### config.mk
export PLATFORM = sky130hd
export DESIGN_NAME = comp_unit_seq
export DESIGN_NICKNAME = d
export VERILOG_FILES = /design/src/rtl/comp_unit_seq.sv
export SDC_FILE = /design/constraint.sdc
export NUM_CORES = 1
export LEC_CHECK = 0
export ABC_AREA = 1
export CORE_AREA = 2 2 95 97
export CTS_CLUSTER_SIZE = 25
export DETAILED_ROUTE_END_ITERATION = 10
export DIE_AREA = 0 0 97 99
export PLACE_DENSITY = 0.77
export SETUP_SLACK_MARGIN = 0.1
export SLEW_MARGIN = 10
export SYNTH_ARGS = -nofsm -noshare
export SYNTH_HDL_FRONTEND = slang
export SYNTH_SLANG_ARGS = --single-unit
### constraint.sdc
create_clock -name clk_i -period 3.6 [get_ports clk_i]
set_clock_uncertainty 0.1 [all_clocks]
set_input_delay 0.72 -clock clk_i [delete_from_list [all_inputs] [get_ports clk_i]]
set_output_delay 0.72 -clock clk_i [all_outputs]
set_load 0.03 [all_outputs]
### src/rtl/comp_unit_seq.sv
// comp_unit_seq: byte-serial signed 32-bit comparator producing the 1-bit
// set-compare condition (SEQ/SNE/SLT/SGT/SLE/SGE) for the DLX execute stage.
// Optional build macro: COMP_EARLY_EXIT_EN. When it is defined, the unit
// finishes on the first differing byte instead of always scanning 4 bytes.
module comp_unit_seq (
  input  logic        clk_i,
  input  logic        rst_ni,
  input  logic        start_i,
  input  logic [2:0]  op_i,
  input  logic [31:0] a_i,
  input  logic [31:0] b_i,
  output logic        busy_o,
  output logic        done_o,
  output logic        comp_out_o
);

  typedef enum logic [1:0] {
    S_IDLE = 2'd0,
    S_BUSY = 2'd1,
    S_DONE = 2'd2
  } state_t;

  localparam logic [2:0] OP_SEQ = 3'b000;
  localparam logic [2:0] OP_SNE = 3'b001;
  localparam logic [2:0] OP_SLT = 3'b010;
  localparam logic [2:0] OP_SGT = 3'b011;
  localparam logic [2:0] OP_SLE = 3'b100;
  localparam logic [2:0] OP_SGE = 3'b101;

  state_t      state_q, state_d;
  logic [31:0] a_q, a_d;
  logic [31:0] b_q, b_d;
  logic [2:0]  op_q, op_d;
  logic [1:0]  idx_q, idx_d;
  logic        eq_q, eq_d;
  logic        lt_q, lt_d;
  logic        comp_q, comp_d;

  logic [7:0]  byte_a;
  logic [7:0]  byte_b;
  logic        byte_diff;
  logic        last_byte;

  // Map the final EQ/LT flags to the selected set-compare condition.
  function automatic logic compare_result(input logic [2:0] op,
                                          input logic eq, input logic lt);
    logic gt;
    gt = ~eq & ~lt;
    case (op)
      OP_SEQ:  compare_result = eq;
      OP_SNE:  compare_result = ~eq;
      OP_SLT:  compare_result = lt;
      OP_SGT:  compare_result = gt;
      OP_SLE:  compare_result = lt | eq;
      OP_SGE:  compare_result = gt | eq;
      default: compare_result = 1'b0;  // reserved encodings
    endcase
  endfunction

  // State register and datapath registers; reset aborts any in-flight op.
  always_ff @(posedge clk_i or negedge rst_ni) begin
    if (!rst_ni) begin
      state_q <= S_IDLE;
      a_q     <= '0;
      b_q     <= '0;
      op_q    <= '0;
      idx_q   <= '0;
      eq_q    <= 1'b0;
      lt_q    <= 1'b0;
      comp_q  <= 1'b0;
    end else begin
      state_q <= state_d;
      a_q     <= a_d;
      b_q     <= b_d;
      op_q    <= op_d;
      idx_q   <= idx_d;
      eq_q    <= eq_d;
      lt_q    <= lt_d;
      comp_q  <= comp_d;
    end
  end

  // Next-state logic: accept in IDLE/DONE, scan bytes MSB-first in BUSY.
  always_comb begin
    state_d   = state_q;
    a_d       = a_q;
    b_d       = b_q;
    op_d      = op_q;
    idx_d     = idx_q;
    eq_d      = eq_q;
    lt_d      = lt_q;
    comp_d    = comp_q;
    byte_a    = a_q[{idx_q, 3'b000} +: 8];
    byte_b    = b_q[{idx_q, 3'b000} +: 8];
    byte_diff = (byte_a != byte_b);
    last_byte = 1'b0;

    case (state_q)
      S_IDLE, S_DONE: begin
        if (start_i) begin
          // Flipping the sign bit turns a signed compare into an unsigned one.
          a_d     = {~a_i[31], a_i[30:0]};
          b_d     = {~b_i[31], b_i[30:0]};
          op_d    = op_i;
          idx_d   = 2'd3;
          eq_d    = 1'b1;
          lt_d    = 1'b0;
          state_d = S_BUSY;
        end else if (state_q == S_DONE) begin
          state_d = S_IDLE;
        end
      end
      S_BUSY: begin
        // The first differing byte decides the ordering; later bytes are ignored.
        if (eq_q && byte_diff) begin
          eq_d = 1'b0;
          lt_d = (byte_a < byte_b);
        end
        idx_d     = idx_q - 2'd1;
        last_byte = (idx_q == 2'd0);
`ifdef COMP_EARLY_EXIT_EN
        last_byte = last_byte | (eq_q & byte_diff);
`endif
        if (last_byte) begin
          state_d = S_DONE;
          comp_d  = compare_result(op_q, eq_d, lt_d);
        end
      end
      default: begin
        state_d = S_IDLE;
      end
    endcase
  end

  assign busy_o     = (state_q == S_BUSY);
  assign done_o     = (state_q == S_DONE);
  assign comp_out_o = comp_q;

endmodule

### Yosys cells after proc, flatten, opt, wreduce, memory -nomap -nowiden

Index checks and enable logic that the tools add are counted.

| cells by class | value |
|---|---|
| add/subtract/negate cells | 1 |
| multipliers | 0 |
| divide/modulo/power cells | 0 |
| $lt $le $gt $ge | 1 |
| eq/ne operators | 11 |
| shift-type cells | 2 |
| muxes and demuxes | 15 |
| bitwise operators | 7 |
| reduce and logical (&&, ||, !) cells | 10 |

Operator list:

| cell | count |
|---|---|
| $shiftx 32x6->8 | 2 |
| $lt 8x8->1 | 1 |
| $mux 2 | 4 |
| $ne 8x8->1 | 1 |
| $pmux 2 s2 | 2 |
| $reduce_and 2->1 | 4 |
| $eq 3x2->1 const B | 2 |
| $eq 3x3->1 const B | 2 |
| $mux 1 | 6 |
| $pmux 1 s6 | 1 |
| $logic_not 2->1 | 2 |
| $not 1->1 | 4 |
| $pmux 1 s2 | 2 |
| $eq 3x1->1 const B | 1 |
| $logic_not 3->1 | 1 |
| $ne 3x3->1 const B | 1 |
| $eq 2x1->1 const B | 1 |
| $eq 2x2->1 const B | 1 |
| $ne 2x1->1 const B | 1 |
| $ne 2x2->1 const B | 1 |
| $or 1x1->1 | 2 |
| $reduce_bool 2->1 | 1 |
| $reduce_or 2->1 | 1 |
| $sub 2x1->2 const B | 1 |
| other kinds (2) | 2 |

| storage, ports and cells | value |
|---|---|
| flip-flop bits (word level) | 74 |
| bits in latches | 0 |
| RAM bits | 0 |
| memory bits (read-only) | 0 |
| input port bits | 70 |
| output and inout bits | 3 |
| word-level logic and storage cells | 55 |
| memories | 0 |

### Depth between registers and ports, before layout

| logic depth | value |
|---|---|
| word-level depth | 9 |
| mapped depth | 18 |
| depth with buffers taken out | 16 |

### Worst setup path before layout

No wires, ideal clock.

| timing path | value |
|---|---|
| path type | flip-flop to flip-flop |
| start point | reg idx_q[0] |
| end point | reg comp_q (netlist: comp_out_o) |
| data arrival time | 1,920 ps |
| path slack | 1,459 ps |
| cell stages (with the launch flop) | 18 |
| clock period less this slack | 2,141 ps |
| cells stage by stage | dfrtp_1 buf_2 inv_2 buf_2 nand2_1 a32o_1 ha_1 nand2_1 nor2_1 nand2_1 nand2_1 nor2_1 nand2_1 nand2_1 nand2_1 nand2_1 nand3_1 nand2_1 |

| on the way | value |
|---|---|
| longest elaborated chain between the ends | 9 |

RTL lines:

| element | line | text |
|---|---|---|
| start: declaration | 34 | `logic [1:0] idx_q, idx_d;` |
| start signal: assignment | 76 | `idx_q <= idx_d;` |
| parallel branches: the longest is 9 deep, another holds $lt 8x8->1 | n/a |  |
| end signal: assignment | 79 | `comp_q <= comp_d;` |
| end: declaration | 37 | `logic comp_q, comp_d;` |

Parallel ways; which one is timed is not known. The select of a mux whose other input is x is not followed.
A chain may end at the register's enable or synchronous reset.

### Worst setup path in the final report

| timing path | value |
|---|---|
| start point | reg state_q[0] |
| end point | out busy_o |

| on the way | value |
|---|---|
| longest elaborated chain between the ends | 1 |

RTL lines:

| element | line | text |
|---|---|---|
| start: declaration | 30 | `state_t state_q, state_d;` |
| start signal: assignment | 72 | `state_q <= state_d;` |
| $eq 2x1->1 | 135 | `assign busy_o = (state_q == S_BUSY);` |
| end: declaration | 12 | `output logic busy_o,` |

No other way between the ends.

==> run summary <==
The path class of the tightest hold or removal check is reg2reg. The storage element area is 0.00185 sq mm, and the relative max-transition margin is 39.0%. Data arrives at the worst endpoint at 1.76 ns. Dividing total power by cell area gives a power density of 856 mW/mm^2.

The tools report the fmax as 387 MHz. The commonest cells after synthesis are 244 x sky130_fd_sc_hd__nand2_1, 74 x sky130_fd_sc_hd__dfrtp_1, 20 x sky130_fd_sc_hd__buf_2, 20 x sky130_fd_sc_hd__nor2_1, 20 x sky130_fd_sc_hd__o21ai_0. Number of detailed-routing iterations run before antenna repair: 4.

The die is 97 um wide. The final number of hold-violating endpoints was 0. STA classifies the critical path endpoint as an output pin. Among all flip-flop cells after synthesis, the most frequent one is sky130_fd_sc_hd__dfrtp_1. The setup-violating endpoint count in the final report was 0; the layout-stage area growth over the synthesis result was 26.6%. The maximum level of the CTS H-tree was 3; the I/O pin count was 73.

Wire length per cell: 13.2 um. Share of flip-flops with an asynchronous set or reset after synthesis: 100%. Once detailed placement completed, the half-perimeter wirelength came to 5.76 mm. The logs give 0 for the post-route DRC violation count and 74 for the clock net sink count.

The vertical die dimension came out at 99 um. The antenna diode count is 0. sky130_fd_sc_hd__dfrtp_1 takes more of the synthesized area than any other cell. The number of cells on the worst reg-to-reg path came out at 15. The average cell area after synthesis was 7.86 sq um.

TritonCTS built the clock tree. After detailed placement, the total cell area comes to 0.00428 sq mm. Summed over all layers, the routed wires come to 8.26 mm. The unique cell type count in the Yosys netlist was 19. For the worst-skew pair, the clock arrives at the later sink with an insertion delay of 0.35 ns.

The overall power consumption was 3.83 mW. The first global-routing pass estimated 14.6 mm of wire. The tools report the setup slack at placement as 1.09 ns. The final critical path takes up 71.7% of the cycle.

The count of buffers from port buffering is 72. For the required time reported for the critical path endpoint, the log shows 2.78 ns. The tools report the core region area as 0.00855 sq mm. Synthesis produced a netlist with a net count of 529.

Ranked by total cell area, the synthesized netlist is headed by sky130_fd_sc_hd__dfrtp_1 52%, sky130_fd_sc_hd__nand2_1 26%, sky130_fd_sc_hd__ha_1 3.2%. Once the clock tree was built, the resizer swapped 0 gates to a different size. The floorplan step defined a die boundary enclosing 0.00960 sq mm.

For the global-route usage over all layers, the log shows 18.8%. The run gives 0 as the initial antenna violation count. The critical path start-end classification was reg2out.

Yosys mapped a number of flops with a built-in enable equal to 0. On the final layout, the worst hold slack is 0.372 ns. Most frequent cell after synthesis: sky130_fd_sc_hd__nand2_1.

For the via count of the first global-routing pass, the log shows 3220. Counting every instance in the synthesized netlist gives 450. For the number of fill cells, the log shows 797.

The number of max-slew violations in the final report was 0; the last weighted congestion value of the routability-driven placer was 0.791. For this run, the post-layout net count is 592. After clock tree synthesis, the setup repair step added 0 buffers.

The maximum ir drop on the vdd rail was 0.403 mV. The cell sitting at the root of the clock tree is a sky130_fd_sc_hd__clkbuf_8. The post-route netlist has 5.42% of its cells at a drive strength greater than 1. The tools report the fraction of the yosys area taken by sequential cells as 52.4%. The max-cap violation count was 0; the area of combinational cells with multiple inputs was 0.00149 sq mm. The clock transition at the registers of the reported paths was 0.07 ns.

The final non-filler cell area came out at 0.00448 sq mm. For the via count of the routed design, the log shows 3099. The tools report the endpoint of the worst hold path as a_q[21]. The static leakage power came out at 2.24 nW.

For the finished layout, the period the worst path requires is 2.58 ns. Number of buffers inserted for hold repair after clock tree synthesis: 0. For this run, the number of Yosys warnings is 0.

The pin count of the biggest net entering global routing came out at 75. In this run the remaining antenna-violating nets after routing total 0. In this run the critical register-to-register path is launched from idx_q[1].

The cell count of the worst hold path came out at 2. Along the worst path, the maximum fanout reaches 7. Dividing the detail-routed via count by the number of cells gives 4.96. Row generation in the floorplan step produced 34 rows. In this run, CTS created clock tree buffers numbering 9.

In this run the biggest area consumer among cell types represents 52.4% of the synthesized area. The setup check on the worst reg-to-reg path leaves a slack of 1.05 ns. The aggregate global routing overflow is 0.

STA classifies the critical path startpoint as a register. The flip-flop and latch count after synthesis came out at 74. The worst hold path begins at a_q[21].

The flow ran to the end, and the final reports show no timing, DRC or antenna violations. Setup repair after global routing left no endpoint under its margin. The endpoint identified for the worst register-to-register timing path is comp_out_o.

The initial utilization of the core area, before any placement, comes to 41.4%. The cell area after synthesis came out at 0.00354 sq mm. In the post-route analysis, the smallest setup slack over all paths is 1.02 ns.

The maximum clock insertion buffer count came out at 2. For the pin with the worst max-slew slack, the measured transition is 0.916 ns. In the final timing run, aggregate negative setup slack is 0 ns.

The violation count after the first detailed-route iteration is 138.
[worst max-delay path, stage by stage (launching register included)]
cell	delay (ns)
sky130_fd_sc_hd__dfrtp_1	0.42
sky130_fd_sc_hd__nand2_2	0.15
sky130_fd_sc_hd__inv_1	0.16
sky130_fd_sc_hd__clkdlybuf4s50_1	0.69
[cell type report]
cell class / count / share of cell area [%]
well taps: 108 / 3.02
repair buffers: 76 / 16.7
inverters: 16 / 1.34
flip-flops and latches: 74 / 41.4
clock buffers: 10 / 3.07
multi-input cells: 336 / 33.3
clock inverters: 5 / 1.23
[kinds of logic after synthesis]
group / Yosys count / synth area share, %
adders and majority gates: 9 / 3.18
buffers and inverters: 40 / 5.48
and+or+nand+nor: 273 / 29.9
DFF: 74 / 52.4
AOI/OAI and AO/OA: 54 / 9.09
[flip-flops by register name, summed over array words and instances, names as in the netlist]
name / count
comp_out_o: 1
idx_q: 2
state_q: 2
eq_q: 1
a_q: 32
b_q: 32
lt_q: 1
op_q: 3
[power breakdown]
part           leakage, nW  switching (mW)  internal (mW)  total (mW)
logic                 1.24            1.06          0.670        1.73
registers            0.915           0.244           1.22        1.47
clock network       0.0941           0.301          0.332       0.633
[routing by layer]
metal / up-vias / wire length [um] / global-route usage [%]
met2: 90 / 3940 / 31.5
met4: 0 / 159 / 5.53
met3: 16 / 491 / 5.18
met1: 1453 / 3660 / 23.9
met5: - / 0 / 0
li1: 1540 / - / -
[per-stage QoR]
stage               utilization (%)  std cells
floorplan                         -        450
global placement               50.1        610
detailed placement             50.1        610
CTS                            52.4        625
global route                   52.4        625
finish                         52.4        625
[layout by cell type, fill, tap and decap left out, drive strengths merged]
cell type | netlist | final
buf | 24 | 5
clkinvlp | 0 | 2
nand3 | 4 | 4
a31oi | 1 | 1
clkbuf | 0 | 10
bufinv | 0 | 1
clkdlybuf4s50 | 0 | 71
inv | 15 | 15
nand2 | 246 | 246
o22ai | 8 | 8
o21ai | 25 | 25
a21oi | 12 | 12
a32o | 8 | 8
dfrtp | 74 | 74
clkinv | 1 | 3
ha | 9 | 9
nor2 | 23 | 23
[how the worst max path moves through the flow]
stage	startpoint	end	slack (ns)	cells after the start
finish	state_q[0]	busy_o	1.02	3
global route	idx_q[1]	comp_out_o	0.81	15
CTS	state_q[0]	busy_o	0.99	3
detailed placement	start_i	b_q[31]	1.09	7
global placement	start_i	b_q[31]	1.16	7
floorplan	idx_q[0]	comp_out_o	1.46	17
Power figures use the tool's default switching activity.
